$ cat src/rtl/instr_encoder.sv
// Instruction word encoder: buffers decoded fields in a small FIFO, packs them as R/I/JI/JII words
// and writes them sequentially to imem. Optional legality checking is enabled by ENC_CHECK_EN.
module instr_encoder #(
  parameter int DEPTH  = 4,
  parameter int ADDR_W = 12
) (
  input  logic                     clk,
  input  logic                     rst_n,
  input  logic                     req_valid,
  output logic                     req_ready,
  input  logic [4:0]               req_op,
  input  logic [4:0]               req_aluop,
  input  logic [4:0]               req_rd,
  input  logic [4:0]               req_rs,
  input  logic [4:0]               req_rt,
  input  logic [4:0]               req_shamt,
  input  logic [31:0]              req_imm,
  input  logic                     enable,
  input  logic                     addr_load,
  input  logic [ADDR_W-1:0]        addr_in,
  output logic                     imem_we,
  output logic [ADDR_W-1:0]        imem_addr,
  output logic [31:0]              imem_data,
  output logic [$clog2(DEPTH):0]   fifo_level,
  output logic                     err,
  input  logic                     err_clr
);
  localparam int PW = $clog2(DEPTH);
  localparam int LW = PW + 1;

  typedef struct packed {
    logic [4:0]  op;
    logic [4:0]  aluop;
    logic [4:0]  rd;
    logic [4:0]  rs;
    logic [4:0]  rt;
    logic [4:0]  shamt;
    logic [31:0] imm;
  } req_t;

  req_t              mem [DEPTH];
  req_t              head;
  logic [PW-1:0]     wr_ptr, rd_ptr;
  logic [LW-1:0]     level;
  logic              push, pop, wr, legal, keep;
  logic [31:0]       word;
  logic [ADDR_W-1:0] cnt, wr_addr;

  assign req_ready  = (level < LW'(DEPTH));
  assign fifo_level = level;
  assign push       = req_valid & req_ready;
  assign pop        = enable & (level != '0);
  assign head       = mem[rd_ptr];

  always_ff @(posedge clk) begin
    if (push) mem[wr_ptr] <= '{op: req_op, aluop: req_aluop, rd: req_rd, rs: req_rs,
                               rt: req_rt, shamt: req_shamt, imm: req_imm};
  end

  always_ff @(posedge clk or negedge rst_n) begin
    if (!rst_n) begin
      wr_ptr <= '0;
      rd_ptr <= '0;
      level  <= '0;
    end else begin
      if (push) wr_ptr <= wr_ptr + 1'b1;
      if (pop)  rd_ptr <= rd_ptr + 1'b1;
      level <= level + LW'(push) - LW'(pop);
    end
  end

  // Unknown opcodes still get an R layout so unchecked builds write something deterministic.
  always_comb begin
    word  = {head.op, head.rd, head.rs, head.rt, head.shamt, head.aluop, 2'b00};
    legal = 1'b1;
    case (head.op)
      5'b00000: ;
      5'b00101, 5'b00111, 5'b01000, 5'b00010, 5'b00110: begin
        word  = {head.op, head.rd, head.rs, head.imm[16:0]};
        legal = (&head.imm[31:16]) | ~(|head.imm[31:16]);
      end
      5'b00001, 5'b00011, 5'b10110, 5'b10101: begin
        word  = {head.op, head.imm[26:0]};
        legal = ~(|head.imm[31:27]);
      end
      5'b00100: word = {head.op, head.rd, 22'd0};
      default:  legal = 1'b0;
    endcase
  end

`ifdef ENC_CHECK_EN
  assign keep = legal;

  always_ff @(posedge clk or negedge rst_n) begin
    if (!rst_n) err <= 1'b0;
    else        err <= (pop & ~legal) | (err & ~err_clr);
  end
`else
  logic unused_chk;
  assign keep       = 1'b1;
  assign err        = 1'b0;
  assign unused_chk = ^{legal, err_clr};
`endif

  assign wr      = pop & keep;
  assign wr_addr = addr_load ? addr_in : cnt;

  // Dropped requests leave the counter alone; addr_load still takes effect.
  always_ff @(posedge clk or negedge rst_n) begin
    if (!rst_n) begin
      cnt       <= '0;
      imem_we   <= 1'b0;
      imem_addr <= '0;
      imem_data <= '0;
    end else begin
      imem_we <= wr;
      if (wr) begin
        imem_addr <= wr_addr;
        imem_data <= word;
        cnt       <= wr_addr + 1'b1;
      end else if (addr_load) begin
        cnt <= addr_in;
      end
    end
  end
endmodule

$ cat config.mk
export PLATFORM = sky130hd
export DESIGN_NAME = instr_encoder
export DESIGN_NICKNAME = d
export VERILOG_FILES = /design/src/rtl/instr_encoder.sv
export SDC_FILE = /design/constraint.sdc
export NUM_CORES = 1
export LEC_CHECK = 0
export CORE_MARGIN = 5
export CORE_UTILIZATION = 56
export DETAILED_ROUTE_END_ITERATION = 8
export PLACE_DENSITY_LB_ADDON = 0.12
export SLEW_MARGIN = 30
export SYNTH_ARGS = -nofsm -noshare
export SYNTH_HDL_FRONTEND = slang
export SYNTH_SLANG_ARGS = --single-unit
$ cat constraint.sdc
create_clock -name clk -period 3.95 [get_ports clk]
set_clock_uncertainty 0.2 [all_clocks]
set_input_delay 0.79 -clock clk [delete_from_list [all_inputs] [get_ports clk]]
set_output_delay 0.79 -clock clk [all_outputs]
set_load 0.03 [all_outputs]
### Yosys cells after proc, flatten, opt, wreduce, memory -nomap -nowiden

Memories as Yosys holds them, arrays and structs flattened.
Index checks and enable logic that the tools add are counted.

| word-level totals | value |
|---|---|
| register bits after elaboration | 64 |
| latch bits | 0 |
| memory bits (writable) | 248 |
| ROM bits | 0 |
| bits of input ports | 80 |
| output and inout port bits | 50 |
| memories kept | 1 |

Memories:

| memory | words | bits a word | read ports | clocked after memory_dff | write ports | line | text |
|---|---|---|---|---|---|---|---|
| mem | 4 | 62 | 1 | 0 | 1 | 41 | `req_t mem [DEPTH];` |

| cells by class | value |
|---|---|
| $add $sub $neg | 5 |
| multipliers | 0 |
| divide/modulo/power cells | 0 |
| magnitude comparators | 1 |
| eq/ne operators | 10 |
| shifts and indexed selects | 0 |
| mux-type cells | 5 |
| bitwise gates (word level) | 2 |
| reductions and logical operators | 3 |

Operators with widths:

| kind | count |
|---|---|
| $pmux W27 S3 | 1 |
| $mux W12 | 2 |
| $eq A5 B3 Y1 const B | 4 |
| $add A12 B1 Y12 const B | 1 |
| $eq A5 B2 Y1 const B | 2 |
| $eq A5 B5 Y1 const B | 2 |
| $eq A5 B1 Y1 const B | 1 |
| $eq A5 B4 Y1 const B | 1 |
| $reduce_or A5 Y1 | 1 |
| $add A2 B1 Y2 const B | 2 |
| $reduce_or A4 Y1 | 1 |
| $add A3 B1 Y3 | 1 |
| $lt A3 B3 Y1 const B | 1 |
| $reduce_bool A3 Y1 | 1 |
| $sub A3 B1 Y3 | 1 |
| $and A1 B1 Y1 | 2 |
| $mux W1 | 2 |

### Logic depth before layout (Yosys ltp)

| logic depth | value |
|---|---|
| depth after elaboration | 4 |
| depth in mapped cells | 11 |
| gate-level depth less buffers | 8 |

### Worst setup path before layout

Ideal clock, no wire load.

| path | value |
|---|---|
| kind | input -> register |
| from | in addr_load |
| to | reg cnt[10] |
| library setup time | 0.080 ns |
| arrival | 2.898 ns |
| path slack | 0.772 ns |
| stages on the path | 10 |
| path buffers | 2 |
| path through | clkbuf_1 > buf_1 > mux2i_1 > inv_1 > ha_1 > o311ai_0 > a221oi_1 > nand2_1 > nor3_1 > xnor2_1 |

| between the ends | value |
|---|---|
| longest elaborated chain between the ends | 3 |

Ends and longest elaborated chain:

| item | line | text |
|---|---|---|
| start, declared | 19 | `input logic addr_load,` |
| $mux W12 | -- |  |
| named net wr_addr[1] | 47 | `logic [ADDR_W-1:0] cnt, wr_addr;` |
| $add A12 B1 Y12 | 120 | `cnt <= wr_addr + 1'b1;` |
| $mux W12 | 117 | `if (wr) begin` |
| end signal, assigned | 120 |  |
| end signal, assigned | 122 | `cnt <= addr_in;` |
| end, declared | 47 |  |

The timed path passes the listed nets, and every way through them passes these cells.
A chain may end at the register's enable or synchronous reset.

### Final worst setup path

Same ends and word-level chain as after synthesis.

==> impl_metrics.tcl <==
set metrics [dict create \
    drc 0 \
    yosys-top-cells-area "edfxtp_1 60%, dfrtp_1 14%, mux4_2 11%" \
    hold_path_class "flip-flop to flip-flop" \
    wl_um 22400 \
    worst_r2r_path_depth 5 \
    ys_warn_count 0 \
    p_clk_share_pct 25.7 \
    path_buf_inv 2 \
    std_cell_rows 52 \
    holdPathStages 2 \
    min_period_ns 3.03 \
    grt_max_degree 65 \
    rrSetupSlack_ns 1.12 \
    hpwl_um 13900 \
    syn-mean-instance-area_sq_um 19.0 \
    hold_slack_ns 0.277 \
    intPower_uw 7140 \
    synthDominantCellAreaShare_pct 59.9 \
    tightest_slew_ns 0.802 \
    core_sq_um 20200 \
    pwr_density_cell_nw_per_um2 749 \
    syn-num-nets 689 \
    dieArea_sq_um 23400 \
    stdcell_area_sq_um 14000 \
    postLayoutCoreUtil_pct 69.5 \
    fmax_ghz 0.330 \
    gp_congestion 0.847 \
    worst_ep_arrival_time_ns 3.29 \
    cts_root_buf "clkbuf_16" \
    worstPathCellList "clkdlybuf4s50_1, mux2i_1, inv_1, ha_1, o311ai_0, a221oi_1, nand2_1, nor3_1, xnor2_1" \
    endpoint_kind "flip-flop" \
    maxCapViolCount 0 \
    setup_tns_ns 0 \
    final_nets 829 \
    switching_share_pct 31.9 \
    finalSetupViolations 0 \
    syn_to_final_growth_pct 22.5 \
    first_iter_violations 369 \
    ys_types 46 \
    slew_viol_final 0 \
    max-slew-margin-rel_pct 46.5 \
    pwr-share-comb_pct 33.6 \
    final_common_cell "edfxtp_1" \
    clock_sinks 292 \
    wire_per_inst_um 21.6 \
    drt-vias-per-instance 5.61 \
    status "finished clean" \
    cts_setup_buffers 0 \
    grt_pass1_wl_um 35500 \
    antenna-diode-count 0 \
    path_max_fanout 14 \
    min_from "imem_data[30]$_DFFE_PN0P_" \
    insertion_delay_ns 0.53 \
    start_kind "input port" \
    crit_slowest_cell "clkdlybuf4s50_1" \
    wl_met1_um 9310 \
    dr.pass1.iters 4 \
    num_vias 5792 \
    io_buffers 122 \
    dr_wl_met2_um 11300 \
    p_sw_uw 3340 \
    dieWidth_um 153 \
    path_delay_family "buffers and inverters" \
    leakage_uw 0.00488 \
    clkTransAtPathRegs_ns 0.06 \
    dpl-instance-area_sq_um 13000 \
    synth-seq-area-share_pct 73.9 \
    p_seq_share_pct 40.7 \
    mappedNetlistArea_sq_um 11400 \
    met3WireLength_um 1370 \
    rsz0062_at_grt "no" \
    die_height_um 153 \
    ir_drop_uv 516 \
    r2r_end "imem_data[13]$_DFFE_PN0P_" \
    hold_path_end "imem_data[30]$_DFFE_PN0P_" \
    numCtsBuffers 28 \
    top_layer "met5" \
    r2r_start "rd_ptr[0]$_DFFE_PN0P_" \
    cts_resized 0 \
    gr-total-overflow 0 \
    initial_utilization_pct 56.7 \
    io_pins 130 \
    drive_above_1_share_pct 18.9 \
    track_usage_pct 19.4 \
    grt_pass1_vias 6286 \
    antenna_found_initial 1 \
    hold_viol_final 0 \
    crit_required_ns 4.20 \
    yosysTopAreaCell "edfxtp_1" \
    cpPeakStageDelay_ns 0.80 \
    cts-htree-levels 1 \
    syn_inst 601 \
    cts_tree "done" \
    critPathKind "input port to flip-flop" \
    most-common-layout-cells "228 x edfxtp_1, 121 x clkdlybuf4s50_1, 62 x dfrtp_1, 57 x mux4_2, 52 x nand2_1" \
    cts_max_path_buffers 3 \
    fin_crit_sh_pct 76.8 \
    ant_nets 0 \
    ys_ff_latch 292 \
]
==> state kept, by name, indices dropped and copies added, names as in the netlist <==
register	cells
mem	228
imem_data	32
cnt	12
imem_addr	12
fifo_level	3
rd_ptr	2
wr_ptr	2
imem_we	1
==> logic make-up after synthesis <==
group | Yosys count | share of synthesized area, %
multiplexers | 82 | 13.4
adder cells (fa/ha/maj) | 8 | 0.941
AND/OR/NAND/NOR | 94 | 4.06
AO/OA/AOI/OAI | 68 | 4.68
flip-flops | 292 | 73.9
XOR/XNOR | 17 | 1.30
other | 1 | 0.0328
buffers and inverters | 39 | 1.70
==> cell usage after synthesis, drive strengths merged <==
cell,instances
o21ai,19
a32o,3
nand3b,5
inv,10
edfxtp,228
o31ai,1
a22oi,1
o2bb2ai,16
nand2b,2
nor3,4
fa,1
a21oi,17
nand2,52
and3,1
mux4,57
and3b,1
ha,7
buf,14
xnor2,10
o32ai,1
nor4,1
o21bai,1
dfrtp,64
a31o,5
a221oi,1
xor2,7
a21o,2
nor2,12
conb,1
nand3,5
nor2b,3
clkbuf,15
nor4b,2
and2,4
mux2i,25
nand4,1
or4b,1
o311ai,1
==> power groups by stage <==
stage	clock network (uW)	logic, uW	registers, uW
floorplan	0	2020	4660
global placement	0	3490	4300
detailed placement	0	3570	4350
CTS	2750	3580	4290
global route	2880	3800	4340
finish	2690	3520	4270
==> tightest hold or removal path: stages (launching register included) <==
cell	delay (ns)
dfrtp_1	0.34
nand2_1	0.05
nand2_1	0.05
==> what timing repair did <==
item                       in CTS  in global routing
setup endpoints to repair       0                  0
hold buffers                    0                  1
hold endpoints to repair        0                 15
==> cell type report <==
type | count | area, sq um
multi-input combinational | 270 | 2810
timing repair buffer | 139 | 1420
clock inverter | 12 | 140
sequential | 292 | 8450
inverter | 10 | 37.5
fill | 1301 | 6160
tap | 270 | 338
clock buffer | 40 | 808
==> worst max-delay path by stage <==
| stage | depth (start not counted) | slack (ns) | to | from |
|---|---|---|---|---|
| final | 9 | 0.92 | cnt[10]$_DFF_PN0_ | addr_load |
| after detailed placement | 9 | 0.40 | cnt[10]$_DFF_PN0_ | addr_load |
| after global placement | 9 | 0.45 | cnt[10]$_DFF_PN0_ | addr_load |
| after CTS | 9 | 0.94 | cnt[10]$_DFF_PN0_ | addr_load |
| after floorplan | 10 | 0.77 | cnt[10]$_DFF_PN0_ | addr_load |
| after global routing | 9 | 0.73 | cnt[10]$_DFF_PN0_ | addr_load |
==> per-stage QoR <==
step / power, uW / worst slack (ns) / std cells
after floorplan: 6690 / 0.772 / 601
after global placement: 7800 / 0.450 / 979
after detailed placement: 7910 / 0.395 / 979
after CTS: 10600 / 0.942 / 1031
after global routing: 11000 / 0.734 / 1033
final: 10500 / 0.916 / 1033
==> routing by layer <==
layer	up-vias	track usage (%)
met5	-	0
met4	2	4.29
met3	27	3.65
met2	161	33.1
met1	2947	26.7
li1	2655	-
(Power assumes the default switching activity.)
